$ cat src/rtl/instr_fetch_unit_if.sv
// Fetch-unit bus bundle: instruction-memory read port, decoder handshake and
// branch redirect. master = fetch unit, slave = memory/decoder/branch side.
interface instr_fetch_unit_if;
  logic        mem_req;
  logic [15:0] mem_addr;
  logic        mem_ack;
  logic [15:0] mem_rdata;
  logic        instr_valid;
  logic        instr_ready;
  logic [15:0] instr_hi;
  logic [15:0] instr_lo;
  logic        instr_is_long;
  logic [15:0] instr_pc;
  logic        branch_en;
  logic [15:0] branch_addr;

  modport master (
    output mem_req, mem_addr,
    input  mem_ack, mem_rdata,
    output instr_valid, instr_hi, instr_lo, instr_is_long, instr_pc,
    input  instr_ready,
    input  branch_en, branch_addr
  );

  modport slave (
    input  mem_req, mem_addr,
    output mem_ack, mem_rdata,
    input  instr_valid, instr_hi, instr_lo, instr_is_long, instr_pc,
    output instr_ready,
    output branch_en, branch_addr
  );
endinterface

$ cat src/rtl/instr_fetch_unit.sv
// Instruction fetch unit: reads one or two 16-bit words per instruction
// (group 5 = two words) and holds the result until the decoder accepts it.
module instr_fetch_unit #(
  parameter logic [15:0] RESET_PC = 16'h0000
) (
  input  logic clk,
  input  logic reset,
  instr_fetch_unit_if.master bus
);

  typedef enum logic [1:0] {FETCH_HI, FETCH_LO, HOLD} state_t;

  localparam logic [5:0] LONG_OP = 6'b111000;

  state_t      state;
  logic [15:0] pc;

  // Request is a pure decode of state; gating with reset keeps the bus quiet
  // for the whole reset window, including the first reset cycle.
  assign bus.mem_req  = ~reset & (state != HOLD);
  assign bus.mem_addr = pc;

  always_ff @(posedge clk) begin
    if (reset) begin
      state             <= FETCH_HI;
      pc                <= RESET_PC;
      bus.instr_valid   <= 1'b0;
      bus.instr_hi      <= 16'h0000;
      bus.instr_lo      <= 16'h0000;
      bus.instr_is_long <= 1'b0;
      bus.instr_pc      <= 16'h0000;
    end else if (bus.branch_en) begin
      // Redirect wins over any ack this cycle; a held instruction is
      // considered consumed by the decoder if it was ready.
      state           <= FETCH_HI;
      pc              <= bus.branch_addr;
      bus.instr_valid <= 1'b0;
    end else begin
      case (state)
        FETCH_HI: begin
          if (bus.mem_ack) begin
            bus.instr_hi <= bus.mem_rdata;
            bus.instr_pc <= pc;
            pc           <= pc + 16'd1;
            if (bus.mem_rdata[15:10] == LONG_OP) begin
              bus.instr_is_long <= 1'b1;
              state             <= FETCH_LO;
            end else begin
              bus.instr_is_long <= 1'b0;
              bus.instr_lo      <= 16'h0000;
              bus.instr_valid   <= 1'b1;
              state             <= HOLD;
            end
          end
        end
        FETCH_LO: begin
          if (bus.mem_ack) begin
            bus.instr_lo    <= bus.mem_rdata;
            pc              <= pc + 16'd1;
            bus.instr_valid <= 1'b1;
            state           <= HOLD;
          end
        end
        HOLD: begin
          if (bus.instr_valid && bus.instr_ready) begin
            bus.instr_valid <= 1'b0;
            state           <= FETCH_HI;
          end
        end
        default: state <= FETCH_HI;
      endcase
    end
  end

endmodule

$ cat src/flat_wrapper.sv
// flat-port wrapper written by rule: the top's interface ports become plain ports
module instr_fetch_unit_flat 
#(
  parameter logic [15:0] RESET_PC = 16'h0000
)
  (clk, reset, bus_mem_req, bus_mem_addr, bus_mem_ack, bus_mem_rdata, bus_instr_valid, bus_instr_hi, bus_instr_lo, bus_instr_is_long, bus_instr_pc, bus_instr_ready, bus_branch_en, bus_branch_addr);
  instr_fetch_unit_if bus_i ();
  input  logic clk;
  input  logic reset;
  output wire logic [$bits(bus_i.mem_req)-1:0] bus_mem_req;
  output wire logic [$bits(bus_i.mem_addr)-1:0] bus_mem_addr;
  input wire logic [$bits(bus_i.mem_ack)-1:0] bus_mem_ack;
  input wire logic [$bits(bus_i.mem_rdata)-1:0] bus_mem_rdata;
  output wire logic [$bits(bus_i.instr_valid)-1:0] bus_instr_valid;
  output wire logic [$bits(bus_i.instr_hi)-1:0] bus_instr_hi;
  output wire logic [$bits(bus_i.instr_lo)-1:0] bus_instr_lo;
  output wire logic [$bits(bus_i.instr_is_long)-1:0] bus_instr_is_long;
  output wire logic [$bits(bus_i.instr_pc)-1:0] bus_instr_pc;
  input wire logic [$bits(bus_i.instr_ready)-1:0] bus_instr_ready;
  input wire logic [$bits(bus_i.branch_en)-1:0] bus_branch_en;
  input wire logic [$bits(bus_i.branch_addr)-1:0] bus_branch_addr;
  assign bus_mem_req = bus_i.mem_req;
  assign bus_mem_addr = bus_i.mem_addr;
  assign bus_i.mem_ack = bus_mem_ack;
  assign bus_i.mem_rdata = bus_mem_rdata;
  assign bus_instr_valid = bus_i.instr_valid;
  assign bus_instr_hi = bus_i.instr_hi;
  assign bus_instr_lo = bus_i.instr_lo;
  assign bus_instr_is_long = bus_i.instr_is_long;
  assign bus_instr_pc = bus_i.instr_pc;
  assign bus_i.instr_ready = bus_instr_ready;
  assign bus_i.branch_en = bus_branch_en;
  assign bus_i.branch_addr = bus_branch_addr;
  instr_fetch_unit #(.RESET_PC(RESET_PC)) u_core (.clk(clk), .reset(reset), .bus(bus_i));
endmodule
$ cat config.mk
export PLATFORM = sky130hd
export DESIGN_NAME = instr_fetch_unit_flat
export DESIGN_NICKNAME = d
export VERILOG_FILES = /design/src/rtl/instr_fetch_unit_if.sv /design/src/rtl/instr_fetch_unit.sv /design/src/flat_wrapper.sv
export SDC_FILE = /design/constraint.sdc
export NUM_CORES = 1
export LEC_CHECK = 0
export CAP_MARGIN = 20
export CORE_ASPECT_RATIO = 1.2
export CORE_UTILIZATION = 47
export CTS_CLUSTER_DIAMETER = 150
export DETAILED_ROUTE_END_ITERATION = 8
export GPL_TIMING_DRIVEN = 0
export PLACE_DENSITY = 0.85
export RECOVER_POWER = 100
export SLEW_MARGIN = 10
export SYNTH_ARGS = -nofsm -noshare
export SYNTH_HDL_FRONTEND = slang
export SYNTH_SLANG_ARGS = --single-unit
export TNS_END_PERCENT = 20
$ cat constraint.sdc
create_clock -name clk -period 3.92 [get_ports clk]
set_input_delay 0.784 -clock clk [delete_from_list [all_inputs] [get_ports clk]]
set_output_delay 0.784 -clock clk [all_outputs]
set_load 0.02 [all_outputs]
======== After elaboration in Yosys (flattened, before gate mapping) ========
Index checks and enable logic that the tools add are counted.
storage, ports and cells
  flip-flop bits (word level) ............. 68
  input bits .............................. 37
  logic and storage cells ................. 50
cells by class
  add/subtract/negate cells ............... 1
  equal/unequal tests ..................... 8
  multiplexer cells ....................... 18
  bitwise operators ....................... 3
  reduce and logical (&&, ||, !) cells .... 13
operator list
  operator                                                count
  two-way mux 16 bit                                      6
  case mux 16 bit (2 select lines)                        1
  adder 16 x 1 -> 16 bit (second input constant)          1
  AND reduction 5 bit                                     2
  two-way mux 2 bit                                       4
  inequality test 2 bit (second input constant)           4
  equality test 6 bit (second input constant)             1
  case mux 2 bit (3 select lines)                         1
  AND reduction 3 bit                                     2
  nonzero test 2 bit                                      3
  two-way mux 1 bit                                       5
  OR reduction 2 bit                                      2
  case mux 1 bit (3 select lines)                         1
  nonzero test 3 bit                                      1
  equality test 2 x 1 -> 1 bit (second input constant)    1
  equality test 2 bit (second input constant)             1
  zero test 2 bit                                         1
  inequality test 2 x 1 -> 1 bit (second input constant)  1
  inverter 1 bit                                          2
  AND reduction 2 bit                                     1
  bitwise AND 1 bit                                       1
  logical AND 1 bit                                       1

======== Depth between registers and ports, before layout ========
Gate-level depths: netlist (run 1).
  word-level depth ........................ 4
  mapped depth ............................ 6
  gate-level depth less buffers ........... 5

======== Worst setup path after synthesis (run 1) ========
No wires, ideal clock.
  path kind ............................... in2out
  from .................................... in reset
  to ...................................... out bus_mem_req
  arrival ................................. 1.440 ns
  setup slack ............................. 1.696 ns
  cell stages on the path ................. 3
  buffers on the path ..................... 2
  cells stage by stage .................... buf_2 > buf_1 > nor2_1
on the way
  longest elaborated chain between the ends .. 2
RTL lines
  item               line                    text
  start, declared    flat_wrapper.sv:9       input logic reset;
  inverter 1 bit     instr_fetch_unit.sv:20  assign bus.mem_req = ~reset & (state != HOLD);
  bitwise AND 1 bit  instr_fetch_unit.sv:20
  end, declared      flat_wrapper.sv:10      output wire logic [$bits(bus_i.mem_req)-1:0] bus_mem_req;
Every way passes these cells.

======== Final worst setup path (run 1) ========
Same ends and word-level chain as after synthesis.

==> results of run 1 <==
## critical path, delay by kind of cell
kind / cells / cell delay, ps
buffers and inverters: 3 / 1110
AND/OR/NAND/NOR: 1 / 110
## metrics by stage
stage	power, mW	hold slack (ps)	worst slack (ps)
after floorplan	0.859	482	1700
after global placement	0.969	443	1160
after CTS	1.50	456	1120
after detailed placement	0.974	446	1080
final	1.48	452	1120
after global routing	1.54	469	1030
## sequential cells by signal, summed over array words and instances (netlist names)
name                      cells
u_core.bus.instr_hi          16
u_core.bus.instr_is_long      1
u_core.bus.instr_pc          16
u_core.bus.instr_lo          16
u_core.bus.mem_addr          16
u_core.bus.instr_valid        1
u_core.state                  2
## routing by layer
| layer | vias to the layer above | GRT usage | part of all wire |
|---|---|---|---|
| met4 | 0 | 0.100 | 0.013 |
| li1 | 1310 | - | - |
| met3 | 12 | 0.0463 | 0.065 |
| met1 | 1221 | 0.293 | 0.41 |
| met2 | 118 | 0.447 | 0.51 |
| met5 | - | 0 | 0 |
## layout by cell type, fill, tap and decap left out, drive strengths merged, types with 2 or more instances in the layout
cell type	n
nand2	76
dlygate4sd3	68
dfxtp	68
a21oi	37
clkdlybuf4s50	34
clkbuf	22
nor2	19
a22o	16
a211oi	9
xnor2	8
nand3	8
inv	8
buf	7
nor4	6
nand4	5
nor3	5
xor2	3
o21ai	3
clkinv	3
nor2b	2
or4	2
nor3b	2
nand3b	2
a2111oi	2
mux2	2
## cell families (layout without fill, tap and decap cells)
| family | count (synthesis) | in the layout | synth area share |
|---|---|---|---|
| flops | 68 | 68 | 0.503 |
| fa+ha+maj | 1 | 1 | 0.00462 |
| xor+xnor | 11 | 11 | 0.0356 |
| simple gates | 134 | 134 | 0.236 |
| compound gates | 70 | 70 | 0.171 |
| mux | 3 | 3 | 0.0120 |
| buf+inv | 25 | 143 | 0.0379 |
## final timing paths
path,slack [ps],from,to
min reg2reg,450,u_core.bus.instr_hi[4],u_core.bus.instr_hi[4]
max,1120,reset,bus_mem_req
min,450,u_core.bus.instr_hi[4],u_core.bus.instr_hi[4]
max reg2reg,1860,u_core.bus.mem_addr[0],u_core.bus.mem_addr[14]
## power by group
part | total, mW | switching (mW) | internal [mW]
Sequential | 0.744 | 0.0279 | 0.716
Clock | 0.535 | 0.270 | 0.265
Combinational | 0.204 | 0.110 | 0.0936
## final cells by class
type                            count  share of cell area
Multi-Input combinational cell    219               0.307
Clock inverter                      5             0.00883
Clock buffer                       11              0.0382
Timing Repair Buffer              102               0.257
Sequential cell                    68               0.343
Inverter                            7             0.00662
Tap cell                           62              0.0196
Buffer                             18              0.0189
==> impl_metrics.ini, run 1 <==
[global_routing]
grt_pass1_vias = 2576
grt_overflow = 0
grt_start_max_net_pins = 13
grt_usage = 0.250
antenna_found_initial = 0
grt_pass1_wl_um = 12000

[finish]
fillers = 418
regArea_sq_um = 1360
layout.cells.non_filler = 492
diodes = 0
final_area_sq_um = 3970
nNetsFinal = 463
utilization = 0.734
drive_gt1_frac = 0.0674
multi_input_area_sq_um = 1220
syn_to_final_growth_pct = 46.7

[sta]
setup_viol = 0
post-route-period-util = 0.714
drv_slew = 0
fin_crit_ps = 2800
fin_skew_ps = 9.06
rsz0062_at_grt = false
fmax_ghz = 0.357
max_slew_margin = 0.657
finalSetupTns_ps = 0
tightest_slew_ps = 515
hold_viol = 0

[routing]
drt-wirelength-per-cell_um = 15.0
viasPerCell = 5.41
wl_um = 7380
firstDrtPassIters = 6
drt_iter0_drc = 178
dr_total_vias = 2661
drc_errors = 9
ant_nets = 0

[synthesis]
synth_top_area_share = 0.503
synthTopCellsByArea = dfxtp_1 (50%), nand2_1 (11%), a21oi_1 (6.8%)
synth_cells = 312
yosysMostFrequentCell = nand2_1
synth_nets = 350
syn-mean-instance-area_sq_um = 8.67
syn_area_sq_um = 2710
synth_edf_count = 0
synthDistinctLibCells = 43
ys_warn_count = 0
synthArstFlopShare = 0
ys_seq_area_frac = 0.503
ys_ff_latch = 68
synthFlopType = dfxtp_1
yosys.area.top_type = dfxtp_1
synth_common_cells = nand2_1 (76), dfxtp_1 (68), a21oi_1 (37)

[placement]
portBuffers = 102
place_inst = 476
routabilityCongestion = 0.902
place_hpwl_um = 5480
placed_area_sq_um = 3800

[setup_path]
crit_fanout = 10
cp.arrival_ps = 2020
crit_slowest_cell = clkdlybuf4s50_1
cp-end-kind = output port
ff2ff_path_depth = 5
critPathMaxStageDelay_ps = 560
cp-start-kind = input port
critPathKind = input port to output port
crit_required_ps = 3140
worstPathCellList = buf_2 > clkbuf_1 > nor2_1 > clkdlybuf4s50_1

[cts]
clkSinkCount = 68
htreeDepth = 3
numCtsBuffers = 9
cts_tree = done
clk_latency_ps = 340
cts-root-buf = clkbuf_8
ctsHoldBuffers = 0
cts_resized = 0
clk_pin_slew_ps = 70
cts_buffer_depth = 2
postCtsSetupRepairBufs = 0

[job]
drv_cap = 0

[power]
p_leak_nw = 1.60
p_per_area_nw_per_um2 = 374
ir_drop_mv = 0.233

[hold_path]
min_path_type = flop to flop
whs_path_depth = 2

[die]
dieArea_sq_um = 6060
placement_rows = 29
dieHeight_um = 85.1
start_util = 0.500
fp.dieW_um = 71.3
core_area_sq_um = 5410
ios = 104

[status]
status = finished with violations
violations = DRC
(Power assumes the default switching activity.)
==> run 2, diff against run 1 <==
CORE_UTILIZATION = 43   (was 47)
PLACE_DENSITY = 0.79   (was 0.85)
clock period = 2.7 ns   (was 3.92 ns; I/O delays follow)
==> impl_metrics.ini, run 2 (synthesis results as in run 1) <==
[cts]
cts-root-buf = clkbuf_8
postCtsSetupRepairBufs = 0
cts_buffer_depth = 2
clk_latency_ps = 340
clk_pin_slew_ps = 70
cts_tree = done
htreeDepth = 3
cts_resized = 0
ctsHoldBuffers = 0
clkSinkCount = 68
numCtsBuffers = 9

[routing]
ant_nets = 0
wl_um = 7240
drt_iter0_drc = 114
viasPerCell = 5.23
firstDrtPassIters = 4
drc_errors = 0
drt-wirelength-per-cell_um = 14.1
dr_total_vias = 2677

[sta]
tightest_slew_ps = 540
max_slew_margin = 0.640
rsz0062_at_grt = false
drv_slew = 0
fin_skew_ps = 6.81
finalSetupTns_ps = 0
setup_viol = 0
hold_viol = 0
post-route-period-util = 0.867
setup_slack_ps = 360
fmax_ghz = 0.427
fin_crit_ps = 2340

[status]
status = complete, no violations

[die]
ios = 104
dieArea_sq_um = 6610
core_area_sq_um = 6050
placement_rows = 31
dieHeight_um = 88.9
start_util = 0.447
fp.dieW_um = 74.4

[power]
swShare = 0.249
ir_drop_mv = 0.315
power.switching_mw = 0.570
p_leak_nw = 1.61
p_per_area_nw_per_um2 = 568
intPower_mw = 1.72
p_seq_frac = 0.472
p_clk_frac = 0.400
report.power.total_mw = 2.29
power_frac_comb = 0.128

[setup_path]
cp-start-kind = input port
crit_fanout = 9
cp-end-kind = flop
ff2ff_path_depth = 5
critPathKind = input port to flop
crit_required_ps = 2910
cp.arrival_ps = 2550

[finish]
final_cell_mix = nand2_1 (76), dlygate4sd3_1 (68), dfxtp_1 (68), a21oi_1 (37), clkdlybuf4s50_1 (34)
diodes = 0
fillers = 521
drive_gt1_frac = 0.0651
syn_to_final_growth_pct = 49.1
nNetsFinal = 463
mostFrequentLayoutCell = nand2_1

[global_routing]
grt_pass1_vias = 2432
grt_overflow = 0
grt_usage = 0.230
grt_pass1_wl_um = 11400
grt_start_max_net_pins = 12
antenna_found_initial = 0

[hold_path]
min_path_type = flop to flop
whs_path_depth = 2

[job]
drv_cap = 0

[placement]
routabilityCongestion = 0.786
portBuffers = 102
dpl_worst_slack_ps = 103
place_hpwl_um = 5380
-- run 2: changes by cell type in the layout (fill, tap and decap cells not counted), sizes merged --
| cell | delta |
|---|---|
| inv | -1 |
| bufinv | +2 |
| clkbuf | +2 |
| clkinv | -2 |
| buf | -1 |
-- run 2: final timing paths --
check,startpoint,endpoint,slack [ps]
setup / recovery,bus_mem_ack,u_core.bus.mem_addr[13],360
hold / removal,u_core.bus.instr_pc[12],u_core.bus.instr_pc[12],450
setup reg to reg,u_core.bus.mem_addr[0],u_core.bus.mem_addr[14],650
hold reg to reg,u_core.bus.instr_pc[12],u_core.bus.instr_pc[12],450
-- run 2: worst max-delay path, stage by stage --
cell           delay, ps
dlygate4sd3_1        690
nand4b_1             350
or4_1                630
nor3b_1              250
a2111oi_2             80
-- run 2: final cells by class --
cell class                 count  area [sq um]  area share
clock inverter                 4          72.6      0.0180
multi-input combinational    219          1230       0.305
buffer                        18          73.8      0.0183
inverter                       7          26.3     0.00652
tap                           82           103      0.0254
timing repair buffer         102          1020       0.253
sequential                    68          1360       0.338
clock buffer                  12           145      0.0360
-- run 2: layer usage --
layer	routed length [um]	GRT usage	vias to the layer above	part of all wire
li1	-	-	1310	-
met1	2930	0.261	1244	0.40
met2	3670	0.400	107	0.51
met3	485	0.0524	16	0.067
met4	159	0.113	0	0.022
met5	0	0	-	0
-- run 2: power groups by stage --
stage	Combinational, mW	Clock (mW)	Sequential, mW
3_3_place_gp	0.305	0	1.10
6_report	0.294	0.916	1.08
5_1_grt	0.319	0.979	1.09
4_1_cts	0.311	0.934	1.08
3_5_place_dp	0.309	0	1.11
2_1_floorplan	0.107	0	1.14
-- run 2: per-stage QoR --
stage	hold slack, ps	std cells	util	area (sq um)
finish	449	512	0.666	4030
floorplan	482	312	-	2710
CTS	456	512	0.669	4050
global placement	442	496	0.633	3830
detailed placement	447	496	0.633	3830
global route	475	512	0.666	4030
==> run 3, diff against run 2 <==
ABC_CLOCK_PERIOD_IN_PS = 2700   (was unset)
CORE_MARGIN = 1.5   (was unset)
==> impl_metrics.ini, run 3 (synthesis results as in run 1) <==
[status]
status = complete, no violations

[sta]
finalSetupTns_ps = 0
rsz0062_at_grt = false
tightest_slew_ps = 573
post-route-period-util = 0.881
holdWs_ps = 453
drv_slew = 0
hold_viol = 0
fin_crit_ps = 2380
setup_viol = 0
max_slew_margin = 0.618
fmax_ghz = 0.420
fin_skew_ps = 7.38

[routing]
viasPerCell = 5.08
firstDrtPassIters = 4
drc_errors = 0
wl_um = 7260
drt-wirelength-per-cell_um = 14.2
dr_total_vias = 2596
drt_iter0_drc = 140
ant_nets = 0

[power]
p_leak_nw = 1.58
ir_drop_mv = 0.268
p_per_area_nw_per_um2 = 523

[cts]
clkSinkCount = 68
clk_pin_slew_ps = 70
cts-root-buf = clkbuf_8
postCtsSetupRepairBufs = 0
ctsHoldBuffers = 0
cts_tree = done
cts_resized = 0
numCtsBuffers = 9
cts_buffer_depth = 2
clk_latency_ps = 340
htreeDepth = 3

[global_routing]
grt_overflow = 0
grt_start_max_net_pins = 12
grt_pass1_vias = 2522
grt_usage = 0.220
antenna_found_initial = 0
grt_pass1_wl_um = 11700

[die]
placement_rows = 31
ios = 104
dieArea_sq_um = 6780
core_area_sq_um = 6050
dieHeight_um = 89.9
fp.dieW_um = 75.4
start_util = 0.447

[finish]
mostFrequentLayoutCell = nand2_1
final_cell_mix = nand2_1 (76), dlygate4sd3_1 (68), dfxtp_1 (68), a21oi_1 (37), clkdlybuf4s50_1 (34)
diodes = 0
nNetsFinal = 463
syn_to_final_growth_pct = 46.7
drive_gt1_frac = 0.0629

[setup_path]
cp.arrival_ps = 2640
critPathKind = input port to flop
cp-start-kind = input port
cp-end-kind = flop
crit_required_ps = 2960
crit_fanout = 10

[job]
drv_cap = 0

[placement]
place_hpwl_um = 5410
routabilityCongestion = 0.846
portBuffers = 102

[hold_path]
min_path_type = flop to flop
[run 3: cell types whose count changed in the layout (fill, tap and decap cells not counted), sizes merged]
cell | before | now
clkbuf | 24 | 22
clkinvlp | 1 | 2
bufinv | 2 | 0
clkinv | 1 | 3
[run 3: through the flow]
stage,utilization,power (mW),instances,instance area (sq um),worst slack (ps)
6_report,0.656,2.07,511,3970,321
5_1_grt,0.656,2.16,511,3970,125
4_1_cts,0.659,2.10,511,3990,435
3_5_place_dp,0.633,1.41,496,3830,77.5
3_3_place_gp,0.633,1.41,496,3830,131
2_1_floorplan,-,1.25,312,2710,750
[run 3: worst paths after layout]
check | from | end | slack, ps | depth (start not counted)
setup reg to reg | u_core.bus.mem_addr[0] | u_core.bus.mem_addr[14] | 630 | 5
hold reg to reg | u_core.bus.instr_pc[11] | u_core.bus.instr_pc[11] | 450 | 2
setup / recovery | bus_branch_en | u_core.bus.instr_pc[0] | 320 | 7
hold / removal | u_core.bus.instr_pc[11] | u_core.bus.instr_pc[11] | 450 | 2
[run 3: layout make-up]
| class | instances | area [sq um] |
|---|---|---|
| timing repair buffer | 102 | 1020 |
| fill | 560 | 2080 |
| buffer | 18 | 73.8 |
| clock buffer | 10 | 128 |
| clock inverter | 5 | 30.0 |
| sequential | 68 | 1360 |
| inverter | 7 | 26.3 |
| tap | 82 | 103 |
| multi-input combinational | 219 | 1230 |
[run 3: per-layer routing]
metal	part of all wire	global-route usage	wire length, um
met1	0.43	0.267	3120
met3	0.059	0.0493	431
met4	0.016	0.0833	115
met5	0	0	0
met2	0.49	0.368	3590
[run 3: where the power goes]
group	total, mW	internal, mW	switching, mW	leakage, nW
Combinational	0.294	0.136	0.158	0.948
Clock	0.699	0.323	0.376	0.0779
Sequential	1.08	1.04	0.0413	0.555
Total	2.07	1.50	0.575	1.58
[run 3: critical path: stages]
cell and delay, ps:
clkdlybuf4s50_1 470, clkbuf_1 400, inv_1 270, nand3_1 310
clkbuf_1 360, nand2_1 110, a21oi_1 170
